[config.mk]
export PLATFORM = sky130hd
export DESIGN_NAME = fifo_ctrl
export DESIGN_NICKNAME = d
export VERILOG_FILES = /design/src/rtl/fifo_ctrl.sv
export SDC_FILE = /design/constraint.sdc
export NUM_CORES = 1
export LEC_CHECK = 0
export ABC_AREA = 1
export BUFFER_PORTS_ARGS = -buffer_cell sky130_fd_sc_hd__buf_2
export CORE_AREA = 10 10 210 292
export DETAILED_ROUTE_END_ITERATION = 16
export DIE_AREA = 0 0 220 302
export GPL_ROUTABILITY_DRIVEN = 0
export MAX_ROUTING_LAYER = met4
export PLACE_DENSITY = 0.54
export SLEW_MARGIN = 20
export SYNTH_ARGS = -nofsm -noshare
export SYNTH_HDL_FRONTEND = slang
export SYNTH_SLANG_ARGS = --single-unit
[constraint.sdc]
create_clock -name clk -period 3.56 [get_ports clk]
set_input_delay 0.356 -clock clk [delete_from_list [all_inputs] [get_ports clk]]
set_output_delay 0.356 -clock clk [all_outputs]
set_load 0.02 [all_outputs]
[src/rtl/fifo_ctrl.sv]
// Synchronous FIFO controller with an optional first-word-fall-through read
// mode, almost-full/almost-empty thresholds, an occupancy count, a
// synchronous flush and sticky overflow/underflow flags.
// A write to a full FIFO is accepted when a read is accepted in the same
// cycle, so a full FIFO can stream at one word per cycle.
module fifo_ctrl #(
  parameter int DATA_WIDTH    = 32,
  parameter int DEPTH         = 16,
  parameter int FWFT          = 0,
  parameter int AFULL_THRESH  = DEPTH - 2,
  parameter int AEMPTY_THRESH = 2,
  parameter int PTR_WIDTH     = $clog2(DEPTH)
) (
  input  logic                  clk,
  input  logic                  resetn,
  input  logic                  flush,
  input  logic                  wr_en,
  input  logic [DATA_WIDTH-1:0] data_in,
  output logic                  full,
  output logic                  almost_full,
  input  logic                  rd_en,
  output logic [DATA_WIDTH-1:0] data_out,
  output logic                  empty,
  output logic                  almost_empty,
  output logic [PTR_WIDTH:0]    level,
  output logic                  overflow,
  output logic                  underflow,
  input  logic                  clear_err
);

  localparam int LVL_W = PTR_WIDTH + 1;
  localparam logic [LVL_W-1:0] LVL_DEPTH  = LVL_W'(DEPTH);
  localparam logic [LVL_W-1:0] LVL_AFULL  = LVL_W'(AFULL_THRESH);
  localparam logic [LVL_W-1:0] LVL_AEMPTY = LVL_W'(AEMPTY_THRESH);

  logic [DATA_WIDTH-1:0] mem [DEPTH];

  logic [PTR_WIDTH-1:0] wr_ptr_q, wr_ptr_d;
  logic [PTR_WIDTH-1:0] rd_ptr_q, rd_ptr_d;
  logic [LVL_W-1:0]     level_q, level_d;
  logic                 overflow_q, overflow_d;
  logic                 underflow_q, underflow_d;

  logic rd_acc, wr_acc;
  logic rd_do, wr_do;

  // Status flags derived from the registered occupancy only.
  always_comb begin
    full         = (level_q == LVL_DEPTH);
    empty        = (level_q == '0);
    almost_full  = (level_q >= LVL_AFULL);
    almost_empty = (level_q <= LVL_AEMPTY);
    level        = level_q;
    overflow     = overflow_q;
    underflow    = underflow_q;
  end

  // Acceptance, pointer, occupancy and error-flag next-state logic.
  always_comb begin
    // NOTE: every output of this block gets a default first, so no path
    // leaves a signal unassigned and no latch is inferred.
    wr_ptr_d    = wr_ptr_q;
    rd_ptr_d    = rd_ptr_q;
    level_d     = level_q;
    overflow_d  = overflow_q;
    underflow_d = underflow_q;

    rd_acc = rd_en & ~empty;
    wr_acc = wr_en & (~full | rd_acc);
    // Flush overrides both accesses; rejected accesses never move state.
    rd_do  = rd_acc & ~flush;
    wr_do  = wr_acc & ~flush;

    if (flush) begin
      wr_ptr_d = '0;
      rd_ptr_d = '0;
      level_d  = '0;
    end else begin
      if (wr_do) wr_ptr_d = wr_ptr_q + PTR_WIDTH'(1);
      if (rd_do) rd_ptr_d = rd_ptr_q + PTR_WIDTH'(1);
      case ({wr_do, rd_do})
        2'b10:   level_d = level_q + LVL_W'(1);
        2'b01:   level_d = level_q - LVL_W'(1);
        default: level_d = level_q;
      endcase
    end

    // Clear first so a set in the same cycle wins.
    if (clear_err) begin
      overflow_d  = 1'b0;
      underflow_d = 1'b0;
    end
    if (wr_en & ~wr_acc & ~flush) overflow_d  = 1'b1;
    if (rd_en & empty & ~flush)   underflow_d = 1'b1;
  end

  // Control state registers; reset discards all entries immediately.
  always_ff @(posedge clk or negedge resetn) begin
    // NOTE: state is updated with non-blocking assignments so every flop
    // samples pre-edge values regardless of statement order.
    if (!resetn) begin
      wr_ptr_q    <= '0;
      rd_ptr_q    <= '0;
      level_q     <= '0;
      overflow_q  <= 1'b0;
      underflow_q <= 1'b0;
    end else begin
      wr_ptr_q    <= wr_ptr_d;
      rd_ptr_q    <= rd_ptr_d;
      level_q     <= level_d;
      overflow_q  <= overflow_d;
      underflow_q <= underflow_d;
    end
  end

  // Storage array write port.
  always_ff @(posedge clk) begin
    // NOTE: the array has no reset; occupancy tracking makes stale contents
    // unobservable and keeps the array mappable to plain RAM.
    if (wr_do) mem[wr_ptr_q] <= data_in;
  end

  generate
    if (FWFT == 0) begin : g_std
      logic [DATA_WIDTH-1:0] data_out_q, data_out_d;

      // Registered read: load head on an accepted read, otherwise hold.
      always_comb begin
        data_out_d = data_out_q;
        if (rd_do) data_out_d = mem[rd_ptr_q];
      end

      // Read data register.
      always_ff @(posedge clk or negedge resetn) begin
        if (!resetn) data_out_q <= '0;
        else         data_out_q <= data_out_d;
      end

      assign data_out = data_out_q;
    end else begin : g_fwft
      // Head of queue presented directly; forced to zero while empty so the
      // output never shows stale array contents.
      assign data_out = empty ? '0 : mem[rd_ptr_q];
    end
  endgenerate

endmodule

Word level (Yosys, flattened, before mapping)
Memories as Yosys holds them, arrays and structs flattened. A register that Yosys moved wholly into a read port is not among the register bits.
Index checks and enable logic that the tools add are counted.
Cells by class
  add/sub/neg operators: 4
  order comparisons: 2
  equality and inequality tests: 3
  mux-type cells: 11
  bitwise logic cells: 13
  reductions and logical operators: 7
Operators with widths (count)
  4-bit two-way mux: 4
  5-bit one-hot mux with 2 select lines: 1
  4-bit by 1-bit adder with 4-bit output (second input constant): 2
  1-bit bitwise AND: 8
  2-bit nonzero test: 4
  5-bit by 1-bit adder with 5-bit output (second input constant): 1
  5-bit == test (second input constant): 1
  5-bit by 4-bit >= comparator with 1-bit output (second input constant): 1
  5-bit by 2-bit less-or-equal comparator with 1-bit output (second input constant): 1
  5-bit zero test: 1
  1-bit two-way mux: 5
  5-bit two-way mux: 1
  5-bit by 1-bit subtractor with 5-bit output (second input constant): 1
  1-bit NOT: 4
  3-bit nonzero test: 1
  2-bit by 1-bit == test with 1-bit output (second input constant): 1
  2-bit == test (second input constant): 1
  1-bit zero test: 1
  1-bit bitwise OR: 1
Word-level totals
  bits in registers: 15
  memory bits (writable): 512
  input port bits: 38
  output and inout bits: 43
  memories: 1
Memories
  mem: depth 16, bits a word 32, rd ports 1, clocked after memory_dff 1, write ports 1, line 36  | logic [DATA_WIDTH-1:0] mem [DEPTH];

Depth between registers and ports, before layout
  word-level depth: 9
  mapped depth: 16
  gate-level depth less buffers: 15

Worst setup path after synthesis
Ideal clock, no wire load.
  path type: reg-to-reg
  from: register level_q[2] (netlist: level[2])
  to: memory mem[0][0], enable pin
  setup time: 421 ps
  arrival: 2478 ps
  path slack: 661 ps
  stages on the path, launching flop included: 8
  period minus slack after synthesis: 2899 ps
  path through: dfrtp_1 -> buf_2 -> nor2_2 -> nand4_2 -> nand2_1 -> inv_1 -> nand2_1 -> nor2_1
Between the ends
  word-level cells in the longest chain between the ends: 8
  elaborated cells between the ends (all ways): 10
RTL lines
  from (decl): line 40  | logic [LVL_W-1:0] level_q, level_d;
  from (signal assigned): line 110  | level_q <= level_d;
  5-bit zero test: line 50  | empty = (level_q == '0);
  1-bit NOT: line 68  | rd_acc = rd_en & ~empty;
  1-bit bitwise AND: line 68
  1-bit bitwise OR (*): line 69  | wr_acc = wr_en & (~full | rd_acc);
  1-bit bitwise AND (*): line 69
  1-bit bitwise AND (*): line 72  | wr_do = wr_acc & ~flush;
  1-bit two-way mux (*): line 120  | if (wr_do) mem[wr_ptr_q] <= data_in;
  1-bit two-way mux (not written as such) (*): line 120
  to (decl): line 36
Mark *: on every way between the ends. The rest lies on a longest branch, timed or not.

Worst setup path in the final report
  from: register level_q[0] (netlist: level[0])
  to: memory mem[5][15], enable pin
The elaborated chain is that of the path after synthesis.

==> reports/metrics.yaml <==
die:
  initial_core_util_pct: 39.6
  die_x_um: 220
  rows: 103
  die_h_um: 302
  ios: 81
  core_mm2: 0.0559
  die-area_mm2: 0.0664
sta:
  relSlewSlack_pct: 33.6
  period_share_pct: 74.0
  period_minus_slack_ns: 2.63
  fin_hold_ws_ns: 0.0991
  setup_tns_ns: 0
  skew_ns: 0.0279
  rsz0062_at_grt: "no"
  hold_viol: 0
  tightest_slew_ns: 0.996
  slew_violations: 0
  setup_viol: 0
  fmax_ghz: 0.380
critical_path:
  worstSetupPathType: "register to register"
  crit_chain: "nor2_2 > nand4_2 > nand2_1 > inv_1 > nand2_1 > nor2_4 > buf_4"
  critPathLaunchType: "register"
  critPathMaxStageDelay_ns: 0.75
  critPathArrivalTime_ns: 2.94
  ff2ff_setup_slack_ns: 0.93
  cp_max_fo: 24
  rr_worst_depth: 7
  timing.critical_path.mode_cell: "nand2_1"
  cp_slowest_cell: "nor2_4"
  endpoint_kind: "register"
  cp.required_ns: 3.87
flow_run:
  maxCapViolCount: 0
synth:
  ys_ff_latch: 559
  yosys.area_share.adder_pct: 0.396
  synthSimpleGateAreaFrac_pct: 7.66
  ys_seq_area_share_pct: 74.8
  syn_area_per_cell_um2: 13.6
  synth.area.top_cells: "edfxtp_1 69%, dfrtp_1 5.3%, nand2_1 4.5%, a21oi_1 3.0%, mux2i_1 2.9%"
  synth_nets: 1677
  yosys.area.top_type: "edfxtp_1"
  netlist_instances: 1632
  synth_area_mm2: 0.0221
  synth_compound_area_share_pct: 11.3
  synth_top_area_share_pct: 69.5
  synth_xor_xnor_area_share_pct: 0.0791
  yosysUniqueCellTypes: 33
  synth_warnings: 0
  synth_top_family_by_area: "compound AO/OA/AOI/OAI gates"
  muxShareOfSynthArea_pct: 2.89
finish:
  final_util_pct: 45.2
  nFillCells: 5038
  final_common_cell: "edfxtp_1"
  layout_common_cells: "512 x edfxtp_1, 264 x nand2_1, 133 x nor2_1, 131 x a21oi_1, 116 x o21ai_0"
  drive_gt1_share_pct: 15.1
  area_growth_syn_to_layout_pct: 14.2
  final_area_mm2: 0.0253
  layout.nets: 1762
global_route:
  grt_usage_pct: 18.5
  grt_pass1_vias: 13738
  gr-total-overflow: 0
  grt_pass1_wl_um: 89100
  grt_max_degree: 103
  antenna_found_initial: 1
routing:
  vias: 13336
  drc: 0
  wl_per_cell_um: 23.8
  drt-total-wl_um: 59400
  postRouteAntennaNets: 0
  vias_per_cell: 5.34
  first_iter_violations: 1002
  drt-pass1-iter-count: 5
placement:
  place_area_mm2: 0.0235
  port_buffers: 80
  dp_hpwl_um: 36600
worst_hold_path:
  hp-class: "input pin to register"
  hold_depth: 3
clocking:
  numCtsBuffers: 53
  path_clk_slew_ns: 0.06
  cts_htree_levels: 2
  clock-sinks: 559
  cts_tree: "yes"
  cts_buffer_depth: 3
  clock_latency_ns: 0.61
  cts-root-buf: "clkbuf_16"
pwr:
  p_leak_nw: 8.80
  irDropWorstVdd_mv: 0.341
  power.density_mw_per_mm2: 693
run_status:
  status: "complete, no violations"
## area by class of cell
type                            count  area (µm²)  share of cell area [%]
Tap cell                          735         920                    3.64
Clock inverter                     24         298                    1.18
Timing Repair Buffer              128         868                    3.43
Antenna cell                        1        2.50                 0.00990
Clock buffer                       75        1460                    5.77
Inverter                           29         114                   0.450
Sequential cell                   559       16600                    65.5
Multi-Input combinational cell    946        5070                    20.0
## synth_stat cells
cell / instances
a2111oi_0: 1
a21oi_1: 131
a21oi_2: 1
buf_1: 8
buf_12: 1
buf_2: 33
buf_4: 7
buf_6: 9
buf_8: 1
clkbuf_1: 34
clkbuf_2: 5
dfrtp_1: 47
edfxtp_1: 512
ha_1: 7
inv_1: 23
inv_2: 5
inv_4: 1
mux2i_1: 64
nand2_1: 265
nand2_2: 2
nand3_1: 13
nand3_2: 1
nand4_2: 2
nor2_1: 149
nor2_2: 3
nor3_1: 2
o21ai_0: 116
o21ai_1: 89
o22ai_1: 65
o31ai_1: 4
o31ai_2: 28
o32ai_1: 1
xor2_1: 2
## kinds of logic after synthesis
logic type | after synthesis
flip-flops | 559
XOR/XNOR | 2
multiplexers | 64
AO/OA/AOI/OAI | 436
AND/OR/NAND/NOR | 437
buffers and inverters | 127
adder cells (fa/ha/maj) | 7
## critical path: cells and delay by family (launching register included)
kind | cells | cell delay (ns)
AND/OR/NAND/NOR | 5 | 1.37
buffers and inverters | 2 | 0.46
flip-flops | 1 | 0.50
## where the power goes
group / total (mW) / switching (mW) / internal [mW]
Sequential: 7.71 / 0.271 / 7.44
Clock: 5.73 / 2.42 / 3.31
Combinational: 4.10 / 2.81 / 1.29
## worst paths after layout
kind	startpoint	endpoint
setup / recovery	level[0]$_DFFE_PN0P_	mem[5][15]$_DFFE_PP_
hold / removal	rd_en	rd_ptr_q[2]$_DFFE_PN0P_
setup reg to reg	level[0]$_DFFE_PN0P_	mem[5][15]$_DFFE_PP_
hold reg to reg	data_out[2]$_DFFE_PN0P_	data_out[2]$_DFFE_PN0P_
max in group asynchronous	resetn	rd_ptr_q[0]$_DFFE_PN0P_
min in group asynchronous	resetn	data_out[26]$_DFFE_PN0P_
## through the flow
step,power [mW],setup WS [ns],instances
after CTS,17.7,0.887,2496
after global placement,12.0,0.955,2394
final,17.5,0.927,2497
after detailed placement,12.0,0.878,2394
after global routing,18.4,0.745,2497
after floorplan,10.7,0.661,1632
## layer usage
| layer | track usage [%] | vias up | share of wire, % |
|---|---|---|---|
| met2 | 32.4 | 316 | 53 |
| met1 | 21.2 | 6765 | 39 |
| li1 | - | 6165 | - |
| met3 | 2.26 | 90 | 4.1 |
| met4 | 7.07 | 0 | 3.5 |
| met5 | - | - | 0 |
## sequential cells by signal, summed over array words and instances (netlist names)
signal     cells
wr_ptr_q       4
overflow       1
underflow      1
data_out      32
mem          512
level          5
rd_ptr_q       4
## repair_timing
item / CTS / global route
hold endpoints to repair: 27 / 0
setup buffers: 0 / 0
resized for setup: 0 / 0
setup endpoints to repair: 0 / 0
hold buffers: 3 / 0
Note: power is estimated with default switching activity, not from simulation.
